<file path="src/rtl/musb_shift_issue_pkg.sv">
`default_nettype none
// ============================================================================
// Module      : musb_shift_issue_pkg
// Description : Shared types for the shift issue stage: op-code encoding,
//               operand-stage entry layout and small decode helpers.
// Revision    : 1.0 - initial release
// ============================================================================
package musb_shift_issue_pkg;

  localparam int DATA_W = 32;
  localparam int AMT_W  = 5;

  typedef enum logic [2:0] {
    SHOP_SLL  = 3'd0,
    SHOP_SRL  = 3'd1,
    SHOP_SRA  = 3'd2,
    SHOP_SLLV = 3'd3,
    SHOP_SRLV = 3'd4,
    SHOP_SRAV = 3'd5,
    SHOP_RSV6 = 3'd6,
    SHOP_RSV7 = 3'd7
  } shop_e;

  // Operand-stage contents (destination register kept separately because
  // its width is a module parameter).
  typedef struct packed {
    shop_e              op;
    logic [DATA_W-1:0]  rt;
    logic [AMT_W-1:0]   rs_amt;
    logic [AMT_W-1:0]   shamt;
  } s1_entry_t;

  // Variable shifts take the amount from rs[4:0].
  function automatic logic is_var_shift(input shop_e op);
    return (op == SHOP_SLLV) || (op == SHOP_SRLV) || (op == SHOP_SRAV);
  endfunction

  function automatic logic is_reserved(input shop_e op);
    return (op == SHOP_RSV6) || (op == SHOP_RSV7);
  endfunction

endpackage
`default_nettype wire

</file>
<file path="src/rtl/musb_shift_issue_if.sv">
`default_nettype none
// ============================================================================
// Module      : musb_shift_issue_if
// Description : Issue-side and writeback-side valid/ready bus of the shift
//               issue stage. slave = the stage, master = its environment.
// Revision    : 1.0 - initial release
// ============================================================================
interface musb_shift_issue_if #(
  parameter int REG_W = 5
);
  logic              in_valid;
  logic              in_ready;
  logic [2:0]        in_op;
  logic [31:0]       in_rt_data;
  logic [31:0]       in_rs_data;
  logic [4:0]        in_shamt;
  logic [REG_W-1:0]  in_rd;

  logic              out_valid;
  logic              out_ready;
  logic [31:0]       out_data;
  logic [REG_W-1:0]  out_rd;
  logic              out_wb_en;
  logic              out_illegal;

  modport slave (
    input  in_valid, in_op, in_rt_data, in_rs_data, in_shamt, in_rd, out_ready,
    output in_ready, out_valid, out_data, out_rd, out_wb_en, out_illegal
  );

  modport master (
    output in_valid, in_op, in_rt_data, in_rs_data, in_shamt, in_rd, out_ready,
    input  in_ready, out_valid, out_data, out_rd, out_wb_en, out_illegal
  );
endinterface
`default_nettype wire

</file>
<file path="src/rtl/musb_shift_issue.sv">
`default_nettype none
// ============================================================================
// Module      : musb_shift_issue
// Description : EX-side issue stage for MIPS32 shifts. S1 holds the operand
//               and drives the external combinational shifter; S2 registers
//               the result toward writeback. One op per cycle, with flush.
// Revision    : 1.0 - initial release
// ============================================================================
module musb_shift_issue
  import musb_shift_issue_pkg::*;
#(
  parameter int REG_W     = 5,
  parameter bit ILL_CHECK = 1'b1
) (
  input  logic                 clk,
  input  logic                 rst,
  input  logic                 flush,
  musb_shift_issue_if.slave    bus,
  output logic [DATA_W-1:0]    sh_input_data,
  output logic [AMT_W-1:0]     sh_shamnt,
  output logic                 sh_direction,
  output logic                 sh_sign_extend,
  input  logic [DATA_W-1:0]    sh_result
);

  // Operand stage
  logic              s1_valid_q, s1_valid_d;
  s1_entry_t         s1_q, s1_d;
  logic [REG_W-1:0]  s1_rd_q, s1_rd_d;

  // Result stage
  logic              s2_valid_q, s2_valid_d;
  logic [DATA_W-1:0] s2_data_q, s2_data_d;
  logic [REG_W-1:0]  s2_rd_q, s2_rd_d;
  logic              s2_wb_q, s2_wb_d;
  logic              s2_ill_q, s2_ill_d;

  logic w_s2_free;
  logic w_in_fire;
  logic w_s1_adv;
  logic w_s1_ill;
  logic w_unused_rs;

  // Only the low five bits of rs carry a shift amount.
  assign w_unused_rs = ^bus.in_rs_data[31:AMT_W];

  assign w_s2_free    = !s2_valid_q || bus.out_ready;
  assign bus.in_ready = !s1_valid_q || w_s2_free;
  assign w_in_fire    = bus.in_valid && bus.in_ready;
  assign w_s1_adv     = s1_valid_q && w_s2_free;

  generate
    if (ILL_CHECK) begin : g_ill_chk
      assign w_s1_ill = is_reserved(s1_q.op);
    end else begin : g_ill_none
      assign w_s1_ill = 1'b0;
    end
  endgenerate

  // Operand stage next state: flush beats load, load beats drain.
  always_comb begin
    s1_valid_d = s1_valid_q;
    s1_d       = s1_q;
    s1_rd_d    = s1_rd_q;
    if (flush) begin
      s1_valid_d = 1'b0;
    end else if (w_in_fire) begin
      s1_valid_d    = 1'b1;
      s1_d.op       = shop_e'(bus.in_op);
      s1_d.rt       = bus.in_rt_data;
      s1_d.rs_amt   = bus.in_rs_data[AMT_W-1:0];
      s1_d.shamt    = bus.in_shamt;
      s1_rd_d       = bus.in_rd;
    end else if (w_s1_adv) begin
      s1_valid_d = 1'b0;
    end
  end

  // Shifter drive decoded from S1; reserved codes decode as SLL and are
  // quiet when S1 is empty.
  always_comb begin
    sh_input_data  = '0;
    sh_shamnt      = '0;
    sh_direction   = 1'b0;
    sh_sign_extend = 1'b0;
    if (s1_valid_q) begin
      sh_input_data = s1_q.rt;
      sh_shamnt     = is_var_shift(s1_q.op) ? s1_q.rs_amt : s1_q.shamt;
      unique case (s1_q.op)
        SHOP_SLL, SHOP_SLLV, SHOP_RSV6, SHOP_RSV7: sh_direction   = 1'b1;
        SHOP_SRA, SHOP_SRAV:                       sh_sign_extend = 1'b1;
        default: ;
      endcase
    end
  end

  // Result stage next state: capture on advance, drop on downstream accept.
  always_comb begin
    s2_valid_d = s2_valid_q;
    s2_data_d  = s2_data_q;
    s2_rd_d    = s2_rd_q;
    s2_wb_d    = s2_wb_q;
    s2_ill_d   = s2_ill_q;
    if (flush) begin
      s2_valid_d = 1'b0;
    end else if (w_s1_adv) begin
      s2_valid_d = 1'b1;
      s2_data_d  = w_s1_ill ? '0 : sh_result;
      s2_rd_d    = s1_rd_q;
      s2_ill_d   = w_s1_ill;
      s2_wb_d    = !w_s1_ill && (s1_rd_q != '0);
    end else if (bus.out_ready) begin
      s2_valid_d = 1'b0;
    end
  end

  // Pipeline registers with synchronous active-low reset.
  always_ff @(posedge clk) begin
    if (!rst) begin
      s1_valid_q <= 1'b0;
      s1_q       <= '0;
      s1_rd_q    <= '0;
      s2_valid_q <= 1'b0;
      s2_data_q  <= '0;
      s2_rd_q    <= '0;
      s2_wb_q    <= 1'b0;
      s2_ill_q   <= 1'b0;
    end else begin
      s1_valid_q <= s1_valid_d;
      s1_q       <= s1_d;
      s1_rd_q    <= s1_rd_d;
      s2_valid_q <= s2_valid_d;
      s2_data_q  <= s2_data_d;
      s2_rd_q    <= s2_rd_d;
      s2_wb_q    <= s2_wb_d;
      s2_ill_q   <= s2_ill_d;
    end
  end

  assign bus.out_valid   = s2_valid_q;
  assign bus.out_data    = s2_data_q;
  assign bus.out_rd      = s2_rd_q;
  assign bus.out_wb_en   = s2_wb_q;
  assign bus.out_illegal = s2_ill_q;

endmodule
`default_nettype wire

</file>
<file path="src/flat_wrapper.sv">
// flat-port wrapper written by rule: the top's interface ports become plain ports
module musb_shift_issue_flat import musb_shift_issue_pkg::*;
#(
  parameter int REG_W     = 5,
  parameter bit ILL_CHECK = 1'b1
)
  (clk, rst, flush, sh_input_data, sh_shamnt, sh_direction, sh_sign_extend, sh_result, bus_in_valid, bus_in_op, bus_in_rt_data, bus_in_rs_data, bus_in_shamt, bus_in_rd, bus_out_ready, bus_in_ready, bus_out_valid, bus_out_data, bus_out_rd, bus_out_wb_en, bus_out_illegal);
  musb_shift_issue_if #(.REG_W(REG_W)) bus_i ();
  input  logic clk;
  input  logic rst;
  input  logic flush;
  output logic [DATA_W-1:0] sh_input_data;
  output logic [AMT_W-1:0] sh_shamnt;
  output logic sh_direction;
  output logic sh_sign_extend;
  input  logic [DATA_W-1:0] sh_result;
  input wire logic [$bits(bus_i.in_valid)-1:0] bus_in_valid;
  input wire logic [$bits(bus_i.in_op)-1:0] bus_in_op;
  input wire logic [$bits(bus_i.in_rt_data)-1:0] bus_in_rt_data;
  input wire logic [$bits(bus_i.in_rs_data)-1:0] bus_in_rs_data;
  input wire logic [$bits(bus_i.in_shamt)-1:0] bus_in_shamt;
  input wire logic [$bits(bus_i.in_rd)-1:0] bus_in_rd;
  input wire logic [$bits(bus_i.out_ready)-1:0] bus_out_ready;
  output wire logic [$bits(bus_i.in_ready)-1:0] bus_in_ready;
  output wire logic [$bits(bus_i.out_valid)-1:0] bus_out_valid;
  output wire logic [$bits(bus_i.out_data)-1:0] bus_out_data;
  output wire logic [$bits(bus_i.out_rd)-1:0] bus_out_rd;
  output wire logic [$bits(bus_i.out_wb_en)-1:0] bus_out_wb_en;
  output wire logic [$bits(bus_i.out_illegal)-1:0] bus_out_illegal;
  assign bus_i.in_valid = bus_in_valid;
  assign bus_i.in_op = bus_in_op;
  assign bus_i.in_rt_data = bus_in_rt_data;
  assign bus_i.in_rs_data = bus_in_rs_data;
  assign bus_i.in_shamt = bus_in_shamt;
  assign bus_i.in_rd = bus_in_rd;
  assign bus_i.out_ready = bus_out_ready;
  assign bus_in_ready = bus_i.in_ready;
  assign bus_out_valid = bus_i.out_valid;
  assign bus_out_data = bus_i.out_data;
  assign bus_out_rd = bus_i.out_rd;
  assign bus_out_wb_en = bus_i.out_wb_en;
  assign bus_out_illegal = bus_i.out_illegal;
  musb_shift_issue #(.REG_W(REG_W), .ILL_CHECK(ILL_CHECK)) u_core (.clk(clk), .rst(rst), .flush(flush), .bus(bus_i), .sh_input_data(sh_input_data), .sh_shamnt(sh_shamnt), .sh_direction(sh_direction), .sh_sign_extend(sh_sign_extend), .sh_result(sh_result));
endmodule
</file>
<file path="config.mk">
export PLATFORM = sky130hd
export DESIGN_NAME = musb_shift_issue_flat
export DESIGN_NICKNAME = d
export VERILOG_FILES = /design/src/rtl/musb_shift_issue_pkg.sv /design/src/rtl/musb_shift_issue_if.sv /design/src/rtl/musb_shift_issue.sv /design/src/flat_wrapper.sv
export SDC_FILE = /design/constraint.sdc
export NUM_CORES = 1
export LEC_CHECK = 0
export CAP_MARGIN = 30
export CORE_ASPECT_RATIO = 0.7
export CORE_UTILIZATION = 30
export CTS_BUF_LIST = sky130_fd_sc_hd__clkbuf_16
export DETAILED_ROUTE_END_ITERATION = 12
export PLACE_DENSITY_LB_ADDON = 0.1
export SYNTH_ARGS = -nofsm -noshare
export SYNTH_HDL_FRONTEND = slang
export SYNTH_SLANG_ARGS = --single-unit
</file>
<file path="constraint.sdc">
create_clock -name clk -period 1.71 [get_ports clk]
set_input_delay 0.2565 -clock clk [delete_from_list [all_inputs] [get_ports clk]]
set_output_delay 0.2565 -clock clk [all_outputs]
set_load 0.05 [all_outputs]
</file>
==> results_dict.tcl <==
set metrics [dict create \
    avgRoutedWirePerCell_um 13.7 \
    grt_use_total 0.160 \
    fillCellCount 1060 \
    hpwl_mm 6.98 \
    status "finished with violations" \
    tns_ns -0.0803 \
    clock_latency_ns 0.34 \
    layout_setup_ws_ns -0.0179 \
    yosysMostFrequentCell "nand2_1" \
    slew_violations 0 \
    setup_viol 5 \
    end_kind "output port" \
    place_ws_ns -0.0708 \
    synth_ff_type "dfxtp_1" \
    cts_root_buf "clkbuf_16" \
    io_buffers 166 \
    drtIter0Drc 126 \
    async_reset_ff_frac 0 \
    min_path_type "primary input to flop" \
    die_area_um2 12800 \
    cts_tree "done" \
    cts_sinks 91 \
    ant_nets 0 \
    ys_ff_latch 91 \
    slew_headroom 0.723 \
    grt_max_degree 102 \
    cap_violations 0 \
    cts_buffers 9 \
    final_cell_area_um2 6300 \
    grt_pass1_vias 3138 \
    worst-path-max-fanout 5 \
    start_kind "flop" \
    vias 3225 \
    finalPower_uw 4870 \
    hold_ws_ns 0.297 \
    power.density_nw_per_um2 773 \
    yosys-top-cells-area "dfxtp_1 (49%), mux2i_1 (15%), nand2_1 (12%)" \
    failed_checks "setup timing" \
    io_pins 194 \
    dpl_cell_area_um2 5910 \
    synth_cell_types 24 \
    p_leak_uw 0.00254 \
    gr-total-overflow 0 \
    cts_buffer_depth 2 \
    fmaxAchievable_ghz 0.579 \
    core_region_area_um2 11900 \
    start_util 0.312 \
    worstPathArrival_ns 1.47 \
    antennaDiodeCount 0 \
    clkSlewWorstSetupHoldPaths_ns 0.07 \
    die_w_um 135 \
    drc 0 \
    drive_above_1_share 0.237 \
    worst_pin_slew_ns 0.416 \
    ys_top_cells_by_count "nand2_1 (114), dfxtp_1 (91), mux2i_1 (55)" \
    cts_hold_buf 0 \
    fin_worst_skew_ns 0.00649 \
    synth_top_area_share 0.492 \
    firstDrtPassIters 4 \
    netlist_instances 395 \
    gp_congestion 0.744 \
    avgSynthCellArea_um2 9.37 \
    syn_nets 509 \
    area_growth_pct 70.2 \
    critical_path_class "flop to output port" \
    fin_crit_sh 1.01 \
    final_hold_viol_count 0 \
    routed_wl_mm 9.88 \
    std_cell_rows 33 \
    cts.htree.levels 3 \
    yosys_warnings 0 \
    yosysSeqAreaShare 0.492 \
    die_h_um 94.9 \
    viasPerCell 4.46 \
    layout.nets 675 \
    grt_pass1_wl_mm 15.8 \
    synth_edf_count 0 \
    fin_crit_ns 1.73 \
    rsz0062_at_grt "true" \
    vdd_drop_max_mv 0.456 \
    antenna_found_initial 0 \
    netlist_area_um2 3700 \
    cp_data_required_time_ns 1.45 \
    synth_top_area_cell "dfxtp_1" \
]
==> kinds of logic (layout without fill, tap and decap cells) <==
group	count (synthesis)	after routing	share of synthesized area
and+or+nand+nor	166	166	0.198
muxes	56	56	0.152
buffers and inverters	31	202	0.0446
xor gates and xnor gates	1	1	0.00237
AOI/OAI and AO/OA	50	50	0.111
DFF	91	91	0.492
==> through the flow <==
| stage | utilization | instances |
|---|---|---|
| detailed placement | 0.499 | 706 |
| CTS | 0.531 | 723 |
| global placement | 0.499 | 706 |
| finish | 0.531 | 723 |
| global route | 0.531 | 723 |
| floorplan | - | 395 |
==> timing repair <==
action	4_1_cts	5_1_grt
resized for setup	17	3
pin swaps	1	0
buffers inserted	1	0
endpoints found under the setup margin	7	8
==> sequential cells by signal (all words and copies together) (netlist names) <==
signal	cells
u_core.s1_q	45
u_core.bus.out_data	32
u_core.bus.out_rd	5
u_core.s1_rd_q	5
u_core.bus.out_illegal	1
u_core.bus.out_valid	1
u_core.bus.out_wb_en	1
u_core.s1_valid_q	1
==> where the power goes <==
part / switching, uW / leakage [uW] / internal, uW
registers: 43.3 / 0.000743 / 2200
clock network: 907 / 0.000142 / 1030
logic: 323 / 0.00166 / 371
==> final timing paths <==
kind | startpoint | endpoint | slack, ns | cells past startpoint
worst max-delay path | u_core.s1_q[43] | sh_shamnt[3] | -0.02 | 4
worst min-delay path | rst | u_core.bus.out_rd[0] | 0.30 | 3
worst max register to register | u_core.bus.out_valid | u_core.bus.out_data[30] | 0.28 | 5
worst min register to register | u_core.s1_q[11] | u_core.s1_q[11] | 0.45 | 2
==> per-layer routing <==
metal	track usage	part of all wire	wire, um
met3	0.0628	0.076	752
met4	0.0506	0.011	109
met1	0.211	0.48	4760
met2	0.236	0.43	4260
met5	0	0	0
==> placed cells by master, fill, tap and decap left out, drive strengths merged, types with 4 or more instances in the layout <==
| cell type | n |
|---|---|
| nand3 | 5 |
| inv | 5 |
| clkbuf | 9 |
| nand2 | 114 |
| dfxtp | 91 |
| clkdlybuf4s50 | 85 |
| buf | 100 |
| a22o | 33 |
| nor2 | 5 |
| a21oi | 9 |
| mux2i | 55 |
| nand2b | 4 |
| and2 | 33 |
| o21ai | 5 |
==> worst max-delay path: stages (launching register included) <==
cell     delay, ns
dfxtp_2       0.34
nand2_1       0.05
mux2_4        0.36
mux2i_4       0.22
buf_12        0.15
==> cell type report <==
| type | instances | area, um2 | share of cell area |
|---|---|---|---|
| Tap cell | 157 | 196 | 0.0312 |
| Multi-Input combinational cell | 273 | 1800 | 0.286 |
| Inverter | 1 | 3.75 | 0.000596 |
| Clock buffer | 9 | 225 | 0.0358 |
| Timing Repair Buffer | 185 | 2170 | 0.345 |
| Sequential cell | 91 | 1830 | 0.290 |
| Clock inverter | 7 | 67.6 | 0.0107 |
No activity file was read; power rests on OpenSTA's default activity.
